===== src/rtl/dm_pkg.sv =====
// rtl/dm_pkg.sv - shared widths, port ids and helpers for the data-memory arbiter
package dm_pkg;

    localparam int DM_DW = 32;
    localparam int DM_AW = 10;

    typedef enum logic {
        PORT_CPU = 1'b0,
        PORT_DBG = 1'b1
    } port_id_t;

    function automatic port_id_t other_port(input port_id_t p);
        return (p == PORT_CPU) ? PORT_DBG : PORT_CPU;
    endfunction

    function automatic logic [1:0] port_onehot(input port_id_t p);
        return (p == PORT_CPU) ? 2'b01 : 2'b10;
    endfunction

endpackage


===== src/rtl/dm_arbiter_if.sv =====
// rtl/dm_arbiter_if.sv - requester and memory-side signal bundle of the data-memory arbiter
interface dm_arbiter_if
    import dm_pkg::*;
#(
    parameter int DW = DM_DW,
    parameter int AW = DM_AW
);

    logic          p0_valid;
    logic          p0_we;
    logic [AW-1:0] p0_addr;
    logic [DW-1:0] p0_wdata;
    logic          p0_ready;
    logic          p0_rsp_valid;
    logic [DW-1:0] p0_rsp_rdata;
    logic          p0_lock;

    logic          p1_valid;
    logic          p1_we;
    logic [AW-1:0] p1_addr;
    logic [DW-1:0] p1_wdata;
    logic          p1_ready;
    logic          p1_rsp_valid;
    logic [DW-1:0] p1_rsp_rdata;
    logic          p1_lock;

    logic          mem_rd_en;
    logic          mem_wr_en;
    logic [AW-1:0] mem_addr;
    logic [DW-1:0] mem_wdata;
    logic [DW-1:0] mem_rdata;

    // Arbiter view.
    modport slave (
        input  p0_valid, p0_we, p0_addr, p0_wdata, p0_lock,
        output p0_ready, p0_rsp_valid, p0_rsp_rdata,
        input  p1_valid, p1_we, p1_addr, p1_wdata, p1_lock,
        output p1_ready, p1_rsp_valid, p1_rsp_rdata,
        output mem_rd_en, mem_wr_en, mem_addr, mem_wdata,
        input  mem_rdata
    );

    // Requesters plus memory view.
    modport master (
        output p0_valid, p0_we, p0_addr, p0_wdata, p0_lock,
        input  p0_ready, p0_rsp_valid, p0_rsp_rdata,
        output p1_valid, p1_we, p1_addr, p1_wdata, p1_lock,
        input  p1_ready, p1_rsp_valid, p1_rsp_rdata,
        input  mem_rd_en, mem_wr_en, mem_addr, mem_wdata,
        output mem_rdata
    );

endinterface


===== src/rtl/dm_arbiter_rr_arb2.sv =====
// rtl/dm_arbiter_rr_arb2.sv - stateless two-way round-robin grant selection
module rr_arb2
    import dm_pkg::*;
(
    input  logic [1:0] req,
    input  port_id_t   prio,
    output logic [1:0] gnt
);

    always_comb begin
        gnt = 2'b00;
        if (req == 2'b11) begin
            gnt = port_onehot(prio);
        end else begin
            gnt = req;
        end
    end

endmodule


===== src/rtl/dm_arbiter.sv =====
// rtl/dm_arbiter.sv - round-robin arbiter for the single-port data memory; optional burst lock via DM_ARB_LOCK_EN
module dm_arbiter
    import dm_pkg::*;
#(
    parameter int DW = DM_DW,
    parameter int AW = DM_AW
) (
    input  logic       clk,
    input  logic       rst_n,
    dm_arbiter_if.slave bus
);

    port_id_t      prio;
    logic          rsp_pending;
    port_id_t      rsp_owner;

    logic [1:0]    req;
    logic [1:0]    rr_gnt;
    logic [1:0]    gnt;
    logic          granted;
    logic          lock_hold;
    port_id_t      winner;
    logic          win_we;
    logic [AW-1:0] win_addr;
    logic [DW-1:0] win_wdata;
    logic          rd_grant;

    // Requests are masked while reset is held so no ready leaks out.
    assign req = {bus.p1_valid, bus.p0_valid} & {2{rst_n}};

    rr_arb2 u_rr (
        .req  (req),
        .prio (prio),
        .gnt  (rr_gnt)
    );

`ifdef DM_ARB_LOCK_EN
    logic     lock_owner_valid;
    port_id_t lock_owner;
    logic     win_lock;

    assign lock_hold = lock_owner_valid && req[lock_owner];
    assign gnt       = lock_hold ? port_onehot(lock_owner) : rr_gnt;
    assign win_lock  = gnt[1] ? bus.p1_lock : bus.p0_lock;

    always_ff @(posedge clk or negedge rst_n) begin
        if (!rst_n) begin
            lock_owner_valid <= 1'b0;
            lock_owner       <= PORT_CPU;
        end else begin
            lock_owner_valid <= granted && win_lock;
            if (granted) begin
                lock_owner <= winner;
            end
        end
    end
`else
    logic unused_lock;

    assign unused_lock = bus.p0_lock ^ bus.p1_lock;
    assign lock_hold   = 1'b0;
    assign gnt         = rr_gnt;
`endif

    assign granted   = |gnt;
    assign winner    = gnt[1] ? PORT_DBG : PORT_CPU;
    assign win_we    = gnt[1] ? bus.p1_we    : bus.p0_we;
    assign win_addr  = gnt[1] ? bus.p1_addr  : bus.p0_addr;
    assign win_wdata = gnt[1] ? bus.p1_wdata : bus.p0_wdata;
    assign rd_grant  = granted && !win_we;

    assign bus.p0_ready  = gnt[0];
    assign bus.p1_ready  = gnt[1];
    assign bus.mem_rd_en = rd_grant;
    assign bus.mem_wr_en = granted && win_we;
    assign bus.mem_addr  = win_addr;
    assign bus.mem_wdata = win_wdata;

    // Memory read data lands one cycle after the grant; steer it to whoever issued it.
    assign bus.p0_rsp_valid = rsp_pending && (rsp_owner == PORT_CPU);
    assign bus.p1_rsp_valid = rsp_pending && (rsp_owner == PORT_DBG);
    assign bus.p0_rsp_rdata = bus.p0_rsp_valid ? bus.mem_rdata : '0;
    assign bus.p1_rsp_rdata = bus.p1_rsp_valid ? bus.mem_rdata : '0;

    always_ff @(posedge clk or negedge rst_n) begin
        if (!rst_n) begin
            prio        <= PORT_CPU;
            rsp_pending <= 1'b0;
            rsp_owner   <= PORT_CPU;
        end else begin
            rsp_pending <= rd_grant;
            if (rd_grant) begin
                rsp_owner <= winner;
            end
            if (granted && !lock_hold) begin
                prio <= other_port(winner);
            end
        end
    end

endmodule


===== src/flat_wrapper.sv =====
// flat-port wrapper written by rule: the top's interface ports become plain ports
module dm_arbiter_flat import dm_pkg::*;
#(
    parameter int DW = DM_DW,
    parameter int AW = DM_AW
)
  (clk, rst_n, bus_p0_valid, bus_p0_we, bus_p0_addr, bus_p0_wdata, bus_p0_lock, bus_p0_ready, bus_p0_rsp_valid, bus_p0_rsp_rdata, bus_p1_valid, bus_p1_we, bus_p1_addr, bus_p1_wdata, bus_p1_lock, bus_p1_ready, bus_p1_rsp_valid, bus_p1_rsp_rdata, bus_mem_rd_en, bus_mem_wr_en, bus_mem_addr, bus_mem_wdata, bus_mem_rdata);
  dm_arbiter_if #(.DW(DW), .AW(AW)) bus_i ();
  input  logic clk;
  input  logic rst_n;
  input wire logic [$bits(bus_i.p0_valid)-1:0] bus_p0_valid;
  input wire logic [$bits(bus_i.p0_we)-1:0] bus_p0_we;
  input wire logic [$bits(bus_i.p0_addr)-1:0] bus_p0_addr;
  input wire logic [$bits(bus_i.p0_wdata)-1:0] bus_p0_wdata;
  input wire logic [$bits(bus_i.p0_lock)-1:0] bus_p0_lock;
  output wire logic [$bits(bus_i.p0_ready)-1:0] bus_p0_ready;
  output wire logic [$bits(bus_i.p0_rsp_valid)-1:0] bus_p0_rsp_valid;
  output wire logic [$bits(bus_i.p0_rsp_rdata)-1:0] bus_p0_rsp_rdata;
  input wire logic [$bits(bus_i.p1_valid)-1:0] bus_p1_valid;
  input wire logic [$bits(bus_i.p1_we)-1:0] bus_p1_we;
  input wire logic [$bits(bus_i.p1_addr)-1:0] bus_p1_addr;
  input wire logic [$bits(bus_i.p1_wdata)-1:0] bus_p1_wdata;
  input wire logic [$bits(bus_i.p1_lock)-1:0] bus_p1_lock;
  output wire logic [$bits(bus_i.p1_ready)-1:0] bus_p1_ready;
  output wire logic [$bits(bus_i.p1_rsp_valid)-1:0] bus_p1_rsp_valid;
  output wire logic [$bits(bus_i.p1_rsp_rdata)-1:0] bus_p1_rsp_rdata;
  output wire logic [$bits(bus_i.mem_rd_en)-1:0] bus_mem_rd_en;
  output wire logic [$bits(bus_i.mem_wr_en)-1:0] bus_mem_wr_en;
  output wire logic [$bits(bus_i.mem_addr)-1:0] bus_mem_addr;
  output wire logic [$bits(bus_i.mem_wdata)-1:0] bus_mem_wdata;
  input wire logic [$bits(bus_i.mem_rdata)-1:0] bus_mem_rdata;
  assign bus_i.p0_valid = bus_p0_valid;
  assign bus_i.p0_we = bus_p0_we;
  assign bus_i.p0_addr = bus_p0_addr;
  assign bus_i.p0_wdata = bus_p0_wdata;
  assign bus_i.p0_lock = bus_p0_lock;
  assign bus_p0_ready = bus_i.p0_ready;
  assign bus_p0_rsp_valid = bus_i.p0_rsp_valid;
  assign bus_p0_rsp_rdata = bus_i.p0_rsp_rdata;
  assign bus_i.p1_valid = bus_p1_valid;
  assign bus_i.p1_we = bus_p1_we;
  assign bus_i.p1_addr = bus_p1_addr;
  assign bus_i.p1_wdata = bus_p1_wdata;
  assign bus_i.p1_lock = bus_p1_lock;
  assign bus_p1_ready = bus_i.p1_ready;
  assign bus_p1_rsp_valid = bus_i.p1_rsp_valid;
  assign bus_p1_rsp_rdata = bus_i.p1_rsp_rdata;
  assign bus_mem_rd_en = bus_i.mem_rd_en;
  assign bus_mem_wr_en = bus_i.mem_wr_en;
  assign bus_mem_addr = bus_i.mem_addr;
  assign bus_mem_wdata = bus_i.mem_wdata;
  assign bus_i.mem_rdata = bus_mem_rdata;
  dm_arbiter #(.DW(DW), .AW(AW)) u_core (.clk(clk), .rst_n(rst_n), .bus(bus_i));
endmodule

===== config.mk =====
export PLATFORM = sky130hd
export DESIGN_NAME = dm_arbiter_flat
export DESIGN_NICKNAME = d
export VERILOG_FILES = /design/src/rtl/dm_pkg.sv /design/src/rtl/dm_arbiter_if.sv /design/src/rtl/dm_arbiter_rr_arb2.sv /design/src/rtl/dm_arbiter.sv /design/src/flat_wrapper.sv
export SDC_FILE = /design/constraint.sdc
export NUM_CORES = 1
export LEC_CHECK = 0
export ABC_AREA = 1
export CAP_MARGIN = 10
export CORE_MARGIN = 5
export CORE_UTILIZATION = 17
export CTS_CLUSTER_SIZE = 25
export DETAILED_ROUTE_END_ITERATION = 6
export GPL_TIMING_DRIVEN = 1
export HOLD_SLACK_MARGIN = 0.05
export PLACE_DENSITY = 0.76
export SYNTH_ARGS = -nofsm -noshare
export SYNTH_HDL_FRONTEND = slang
export SYNTH_SLANG_ARGS = --single-unit

===== constraint.sdc =====
create_clock -name clk -period 1 [get_ports clk]
set_clock_uncertainty 0.1 [all_clocks]
set_input_delay 0.1 -clock clk [delete_from_list [all_inputs] [get_ports clk]]
set_output_delay 0.1 -clock clk [all_outputs]
set_load 0.03 [all_outputs]

==> flow_summary_export.csv, run 1 <==
group,metric,value,unit
synth,syn_nets,386,
sta,maxSlewViolCount,0,
sta,finalSetupViolations,115,
critical_path,crit_chain,"inv_2, nand2_4, nand2_8, buf_12, nand2_8, a21boi_4, buf_12",
pwr,p_switching,1.877,mW
place,gp_congestion,0.7678,
synth,yosys_most_used_dff,"dfrtp_1",
detailed_routing,wire_per_inst,17.86,um
outcome,status,"finished, violations left",
synth,ys_async_sr_fraction,100.0,%
grt,grt_pass1_vias,2974,
grt,grt_pass1_wl,16.30,mm
critical_path,critPathRequiredTime,0.80,ns
sta,slew_headroom,85.28,%
critical_path,start_kind,"flop",
cells_and_area,nets,652,
place,dp.final_hpwl,7.146,mm
cells_and_area,syn2layout_area_growth,382.6,%
pwr,sw_frac_of_total,47.70,%
grt,antenna_found_initial,0,
synth,synth-seq-cells,3,
outcome,violations,"negative setup slack",
critical_path,critPathArrivalTime,1.43,ns
synth,synth_area_leaders,"nand2_1, nor2_1, inv_1, dfrtp_1, nand2_2",
floorplanning,rows,30,
synth,synth_top_area_share,40.67,%
run,maxCapViolations,0,
sta,min_period_over_period,162.8,%
floorplanning,die_h,92.38,um
pwr,p_per_area,706.7,nW/um2
critical_path,critPathTopFamily,"flip-flops",
critical_path,crit_type,"flop to output port",
detailed_routing,vias_per_cell,4.444,
clock_tree,clock_path_buffers,2,
pwr,leakage,2.696,nW
synth,syn_area_per_cell,4.403,um2
pwr,p_clk_share,9.5,%
critical_path,cp_max_fo,7,
critical_path,cp_num_buf_inv,3,
detailed_routing,wirelength,10.86,mm
sta,fmax,614.1,MHz
synth,yosysWarnings,0,
pwr,intPower,2.058,mW
sta,hold_ws,0.3869,ns
synth,synth_area,1154,um2
synth,synth_area_leader_cell,"nand2_1",
synth,synth.distinct_cells,16,
critical_path,critPathSlowestCell,"dfrtp_1",
critical_path,crit_path_end_kind,"output port",
detailed_routing,drc,0,
sta,final_hold_viol_count,0,
worst_hold_path,hp-class,"input pin to flop",
pwr,peakVddDrop,394.0,uV
synth,synthTopCellsByCount,"nand2_1, nor2_1, inv_1",
place,portBuffers,233,
sta,tightestPinTransition,0.2205,ns
clock_tree,insertion_delay,0.22,ns
pwr,power.share.sequential,4.0,%
clock_tree,clkTransAtPathRegs,0.03,ns
clock_tree,cts_tree,"built",
critical_path,critical-path-max-stage-delay,0.40,ns
clock_tree,cts_sinks,3,
floorplanning,ios,236,
detailed_routing,drtIter0Drc,65,
sta,fin_ws,-0.6283,ns
floorplanning,initial_core_util,17.27,%
clock_tree,htree_levels,1,
place,place_inst,585,
clock_tree,clockRootBuffer,"clkbuf_8",
pwr,pwr-share-comb,86.5,%
synth,synth_edf_count,0,
grt,grt_overflow_total,0,
cells_and_area,final_cell_count_no_fill,608,
synth,syn_inst,262,
detailed_routing,firstDrtPassIters,4,
detailed_routing,ant_nets,0,
cells_and_area,drive_gt1_share,62.43,%
grt,grtUsageTotal,24.23,%
sta,min_period,1.628,ns
detailed_routing,via_count,2702,
sta,rsz0062_at_grt,"yes",
synth,yosysSeqAreaShare,6.508,%
clock_tree,cts_buffers,3,
floorplanning,die_area,8533,um2
synth,synth.most_common_cell,"nand2_1",
floorplanning,die_width,92.38,um
floorplanning,coreArea,6681,um2
grt,grt_max_degree,31,
==> through the flow <==
step	TNS (ns)	worst slack [ns]	area [um2]	power (mW)	util, %
2_1_floorplan	-27.20	-0.2962	2143	1.672	-
5_1_grt	-66.25	-0.6845	5565	4.099	83.30
3_5_place_dp	-40.77	-0.6266	4443	2.854	66.50
4_1_cts	-60.34	-0.6159	5503	3.809	82.36
6_report	-60.95	-0.6283	5568	3.935	83.33
3_3_place_gp	-39.38	-0.6144	4443	2.821	66.50
==> worst register-to-register path, delay by kind of cell, from the launching register on <==
family        cells  cell delay, ns
simple gates      4            0.47
flops             1            0.37
buf+inv           3            0.36
==> what timing repair did <==
item / in CTS / in global routing
setup buffers: 16 / 2
pin swaps: 5 / 10
hold buffers: 1 / 0
gates cloned: 5 / 1
gates resized for setup: 187 / 41
hold endpoints to repair: 3 / 0
endpoints found under the setup margin: 115 / 115
==> worst paths after layout <==
check / from / endpoint / slack [ns] / cells past startpoint
max: u_core.prio / bus_mem_wr_en / -0.63 / 7
min: bus_p0_valid / u_core.prio / 0.39 / 4
max reg2reg: u_core.prio / u_core.rsp_owner / -0.38 / 7
min reg2reg: u_core.prio / u_core.prio / 0.60 / 3
max in group asynchronous: rst_n / u_core.prio / 0.18 / 3
min in group asynchronous: rst_n / u_core.rsp_pending / 0.44 / 3
==> cells by family after synthesis <==
group / count (synthesis) / synth area share [%]
compound gates: 3 / 1.519
flops: 3 / 6.507
buf+inv: 53 / 22.88
simple gates: 203 / 69.09
==> power groups by stage <==
stage / logic [mW] / clock network, mW / registers, mW
final: 3.40 / 0.373 / 0.158
after global placement: 2.67 / 0 / 0.154
after detailed placement: 2.70 / 0 / 0.155
after CTS: 3.29 / 0.368 / 0.153
after global routing: 3.55 / 0.390 / 0.159
after floorplan: 1.52 / 0 / 0.153
==> cells in the final DEF (no fill, tap or decap) <==
master           netlist  layout
inv_2                  2       3
inv_12                 0       1
inv_1                 36      32
nand2_1              125      39
nand3_2                0       1
a21oi_4                0       2
diode_2                0       1
inv_6                  1       3
nand3_4                0       1
buf_4                  3      17
buf_16                 0       4
dfrtp_1                3       3
buf_12                 0      20
clkbuf_16              0       1
buf_6                  4     107
clkbuf_1               0       1
nand2_8                0       3
nand2_2                9       9
nor2_4                 0      65
nand2_4                1      84
or2_1                  0       1
dlygate4sd3_1          0       1
buf_8                  1       4
a21boi_4               0       1
clkbuf_8               0       3
clkdlybuf4s50_1        0     118
dlygate4sd2_1          0       3
==> per-layer routing <==
metal | vias up | track usage [%] | part of all wire, %
met1 | 1249 | 25.20 | 32
met2 | 153 | 45.44 | 55
li1 | 1278 | - | -
met3 | 22 | 7.799 | 10
met4 | 0 | 8.045 | 2.8
met5 | - | 0 | 0
==> area by class of cell <==
type | count | area, um2
fillers | 362 | 1114
flip-flops and latches | 3 | 75.07
well taps | 80 | 100.1
clock buffers | 4 | 45.04
inverters | 39 | 173.9
multi-input cells | 206 | 2026
repair buffers | 275 | 3146
diodes | 1 | 2.502
==> state kept, by name, summed over array words and instances, names as in the netlist <==
register,count
u_core.rsp_pending,1
u_core.prio,1
u_core.rsp_owner,1
Power figures use the tool's default switching activity.
==> run 2: changes to the inputs <==
--- a/constraint.sdc
+++ b/constraint.sdc
@@ -4,2 +4,2 @@
 set_output_delay 0.1 -clock clk [all_outputs]
-set_load 0.03 [all_outputs]
+set_load 0.005 [all_outputs]
==> run 2 against run 1 <==
The run still ends with negative setup slack left. Die area did not move. Via count increased by 4.6%. Critical path type unchanged. Setup slack got worse by 0.10 ns. First-iteration DRC count shrank 14%. Clock power hardly changed. Sequential power about the same. Global-route usage fell by 3.0 points. Fmax decreased by 5.9%. Non-clock buffer count rose by 44.
==> flow_summary_export.csv, run 2 (synthesized netlist as in run 1, its figures left out) <==
group,metric,value,unit
detailed_routing,wire_per_inst,17.13,um
pwr,pwr-share-comb,82.6,%
critical_path,regToRegStartpoint,"u_core.prio",
sta,tightestPinTransition,0.2019,ns
place,dp.final_hpwl,6.833,mm
detailed_routing,drtIter0Drc,56,
grt,antenna_found_initial,0,
sta,fmax,577.8,MHz
clock_tree,cts_buffers,3,
pwr,intPower,1.923,mW
grt,grtUsageMet3,6.580,%
detailed_routing,drc,0,
cells_and_area,syn2layout_area_growth,334.5,%
critical_path,worstRegToRegCells,8,
floorplanning,coreArea,6681,um2
pwr,power.share.sequential,5.3,%
detailed_routing,firstDrtPassIters,4,
critical_path,start_kind,"flop",
detailed_routing,vias_per_cell,4.339,
sta,rsz0062_at_grt,"yes",
detailed_routing,ant_nets,0,
sta,slew_headroom,86.50,%
clock_tree,clock_path_buffers,2,
critical_path,critPathRequiredTime,0.80,ns
clock_tree,cts_sinks,3,
worst_hold_path,hold_depth,3,
critical_path,cp-startpoint,"u_core.prio",
cells_and_area,post-route-util,75.02,%
place,place_inst,574,
floorplanning,die_area,8533,um2
floorplanning,die_width,92.38,um
worst_hold_path,hp-class,"input pin to flop",
cells_and_area,diodes,0,
critical_path,crit_type,"flop to output port",
sta,hold_ws,0.3252,ns
pwr,sw_frac_of_total,36.87,%
pwr,p_per_area,607.7,nW/um2
grt,grt_max_degree,34,
sta,finalSetupViolations,115,
floorplanning,die_h,92.38,um
clock_tree,clockRootBuffer,"clkbuf_8",
sta,final_hold_viol_count,0,
place,portBuffers,233,
sta,maxSlewViolCount,0,
critical_path,critPathArrivalTime,1.53,ns
outcome,status,"finished, violations left",
grt,grt_pass1_vias,2846,
pwr,p_switching,1.123,mW
floorplanning,ios,236,
cells_and_area,layout_commonest_cell,"clkdlybuf4s50_1",
pwr,p_clk_share,12.1,%
cells_and_area,mostFrequentLayoutCells,"clkdlybuf4s50_1, buf_2, buf_6",
floorplanning,initial_core_util,17.27,%
detailed_routing,via_count,2825,
critical_path,crit_path_end_kind,"output port",
clock_tree,clkTransAtPathRegs,0.04,ns
floorplanning,rows,30,
cells_and_area,drive_gt1_share,56.39,%
outcome,violations,"negative setup slack",
worst_hold_path,hold_start,"bus_p0_valid",
sta,min_period,1.731,ns
critical_path,cp_max_fo,5,
grt,grt_overflow_total,0,
grt,grt_pass1_wl,14.26,mm
cells_and_area,nets,696,
run,maxCapViolations,0,
sta,min_period_over_period,173.1,%
grt,use_met1,20.73,%
cells_and_area,top_regs,"u_core.prio: 1 flops, u_core.rsp_owner: 1 flops, u_core.rsp_pending: 1 flops",
sta,setup_tns,-63.38,ns
detailed_routing,wirelength,11.15,mm
place,gp_congestion,0.8302,
pwr,peakVddDrop,298.4,uV
clock_tree,insertion_delay,0.22,ns
clock_tree,htree_levels,1,
clock_tree,cts_tree,"built",
sta,fin_ws,-0.7307,ns
grt,busiest_layer,"met2",
cells_and_area,final_cell_count_no_fill,651,
pwr,leakage,2.645,nW
grt,grtUsageTotal,21.27,%
grt,grt.met2_usage,42.72,%
run 2: power by group through the flow:
stage / registers (mW) / clock network (mW) / logic, mW
floorplan: 0.149 / 0 / 0.612
global placement: 0.151 / 0 / 1.77
detailed placement: 0.152 / 0 / 1.79
CTS: 0.156 / 0.370 / 2.15
global route: 0.160 / 0.382 / 2.67
finish: 0.160 / 0.370 / 2.52
run 2: final cells by class:
cell class	instances	area, um2
clock buffer	4	45.04
fill	498	1669
inverter	39	163.9
multi-input combinational	206	1416
sequential	3	76.32
tap	80	100.1
timing repair buffer	319	3211
run 2: path summary, 6_finish.rpt:
path,to,slack (ns)
max,bus_mem_wdata[14],-0.73
min,u_core.prio,0.33
max reg2reg,u_core.rsp_owner,-0.40
min reg2reg,u_core.rsp_owner,0.49
max in group asynchronous,u_core.rsp_owner,0.23
min in group asynchronous,u_core.prio,0.38
run 2: metrics by stage:
step / total power, mW / instance area, um2 / worst slack (ns)
after floorplan: 0.7612 / 1388 / -0.07832
after global placement: 1.922 / 3851 / -0.8819
after detailed placement: 1.943 / 3851 / -0.9099
after CTS: 2.680 / 4522 / -0.7440
after global routing: 3.208 / 5012 / -0.7775
final: 3.046 / 5012 / -0.7307
run 2: critical path: stages, from the launching register on:
cell	delay (ns)
dfrtp_1	0.35
inv_2	0.06
nand2_4	0.08
nand2_8	0.09
buf_12	0.14
buf_12	0.12
buf_16	0.13
buf_12	0.12
nand2_4	0.04
nand2_2	0.05
buf_6	0.11
run 2: timing repair:
item                       CTS  global route
pin swaps                   28            22
resized for setup          479           139
hold buffers                 1             0
hold endpoints to repair     3             0
buffers inserted            49            21
setup endpoints to repair  115           115
gates cloned                 9             3
run 2: routing by layer:
| metal | part of all wire [%] | wire length [um] | vias to the layer above |
|---|---|---|---|
| met1 | 33 | 3656 | 1279 |
| li1 | - | - | 1366 |
| met4 | 1.7 | 191 | 0 |
| met2 | 56 | 6195 | 165 |
| met5 | 0 | 0 | - |
| met3 | 10 | 1110 | 15 |
==> run 3: changes to the inputs <==
- CAP_MARGIN: 10 -> not set
==> results of run 3 <==
Same layout as run 2: the final DEF is identical, and so are final timing and power.
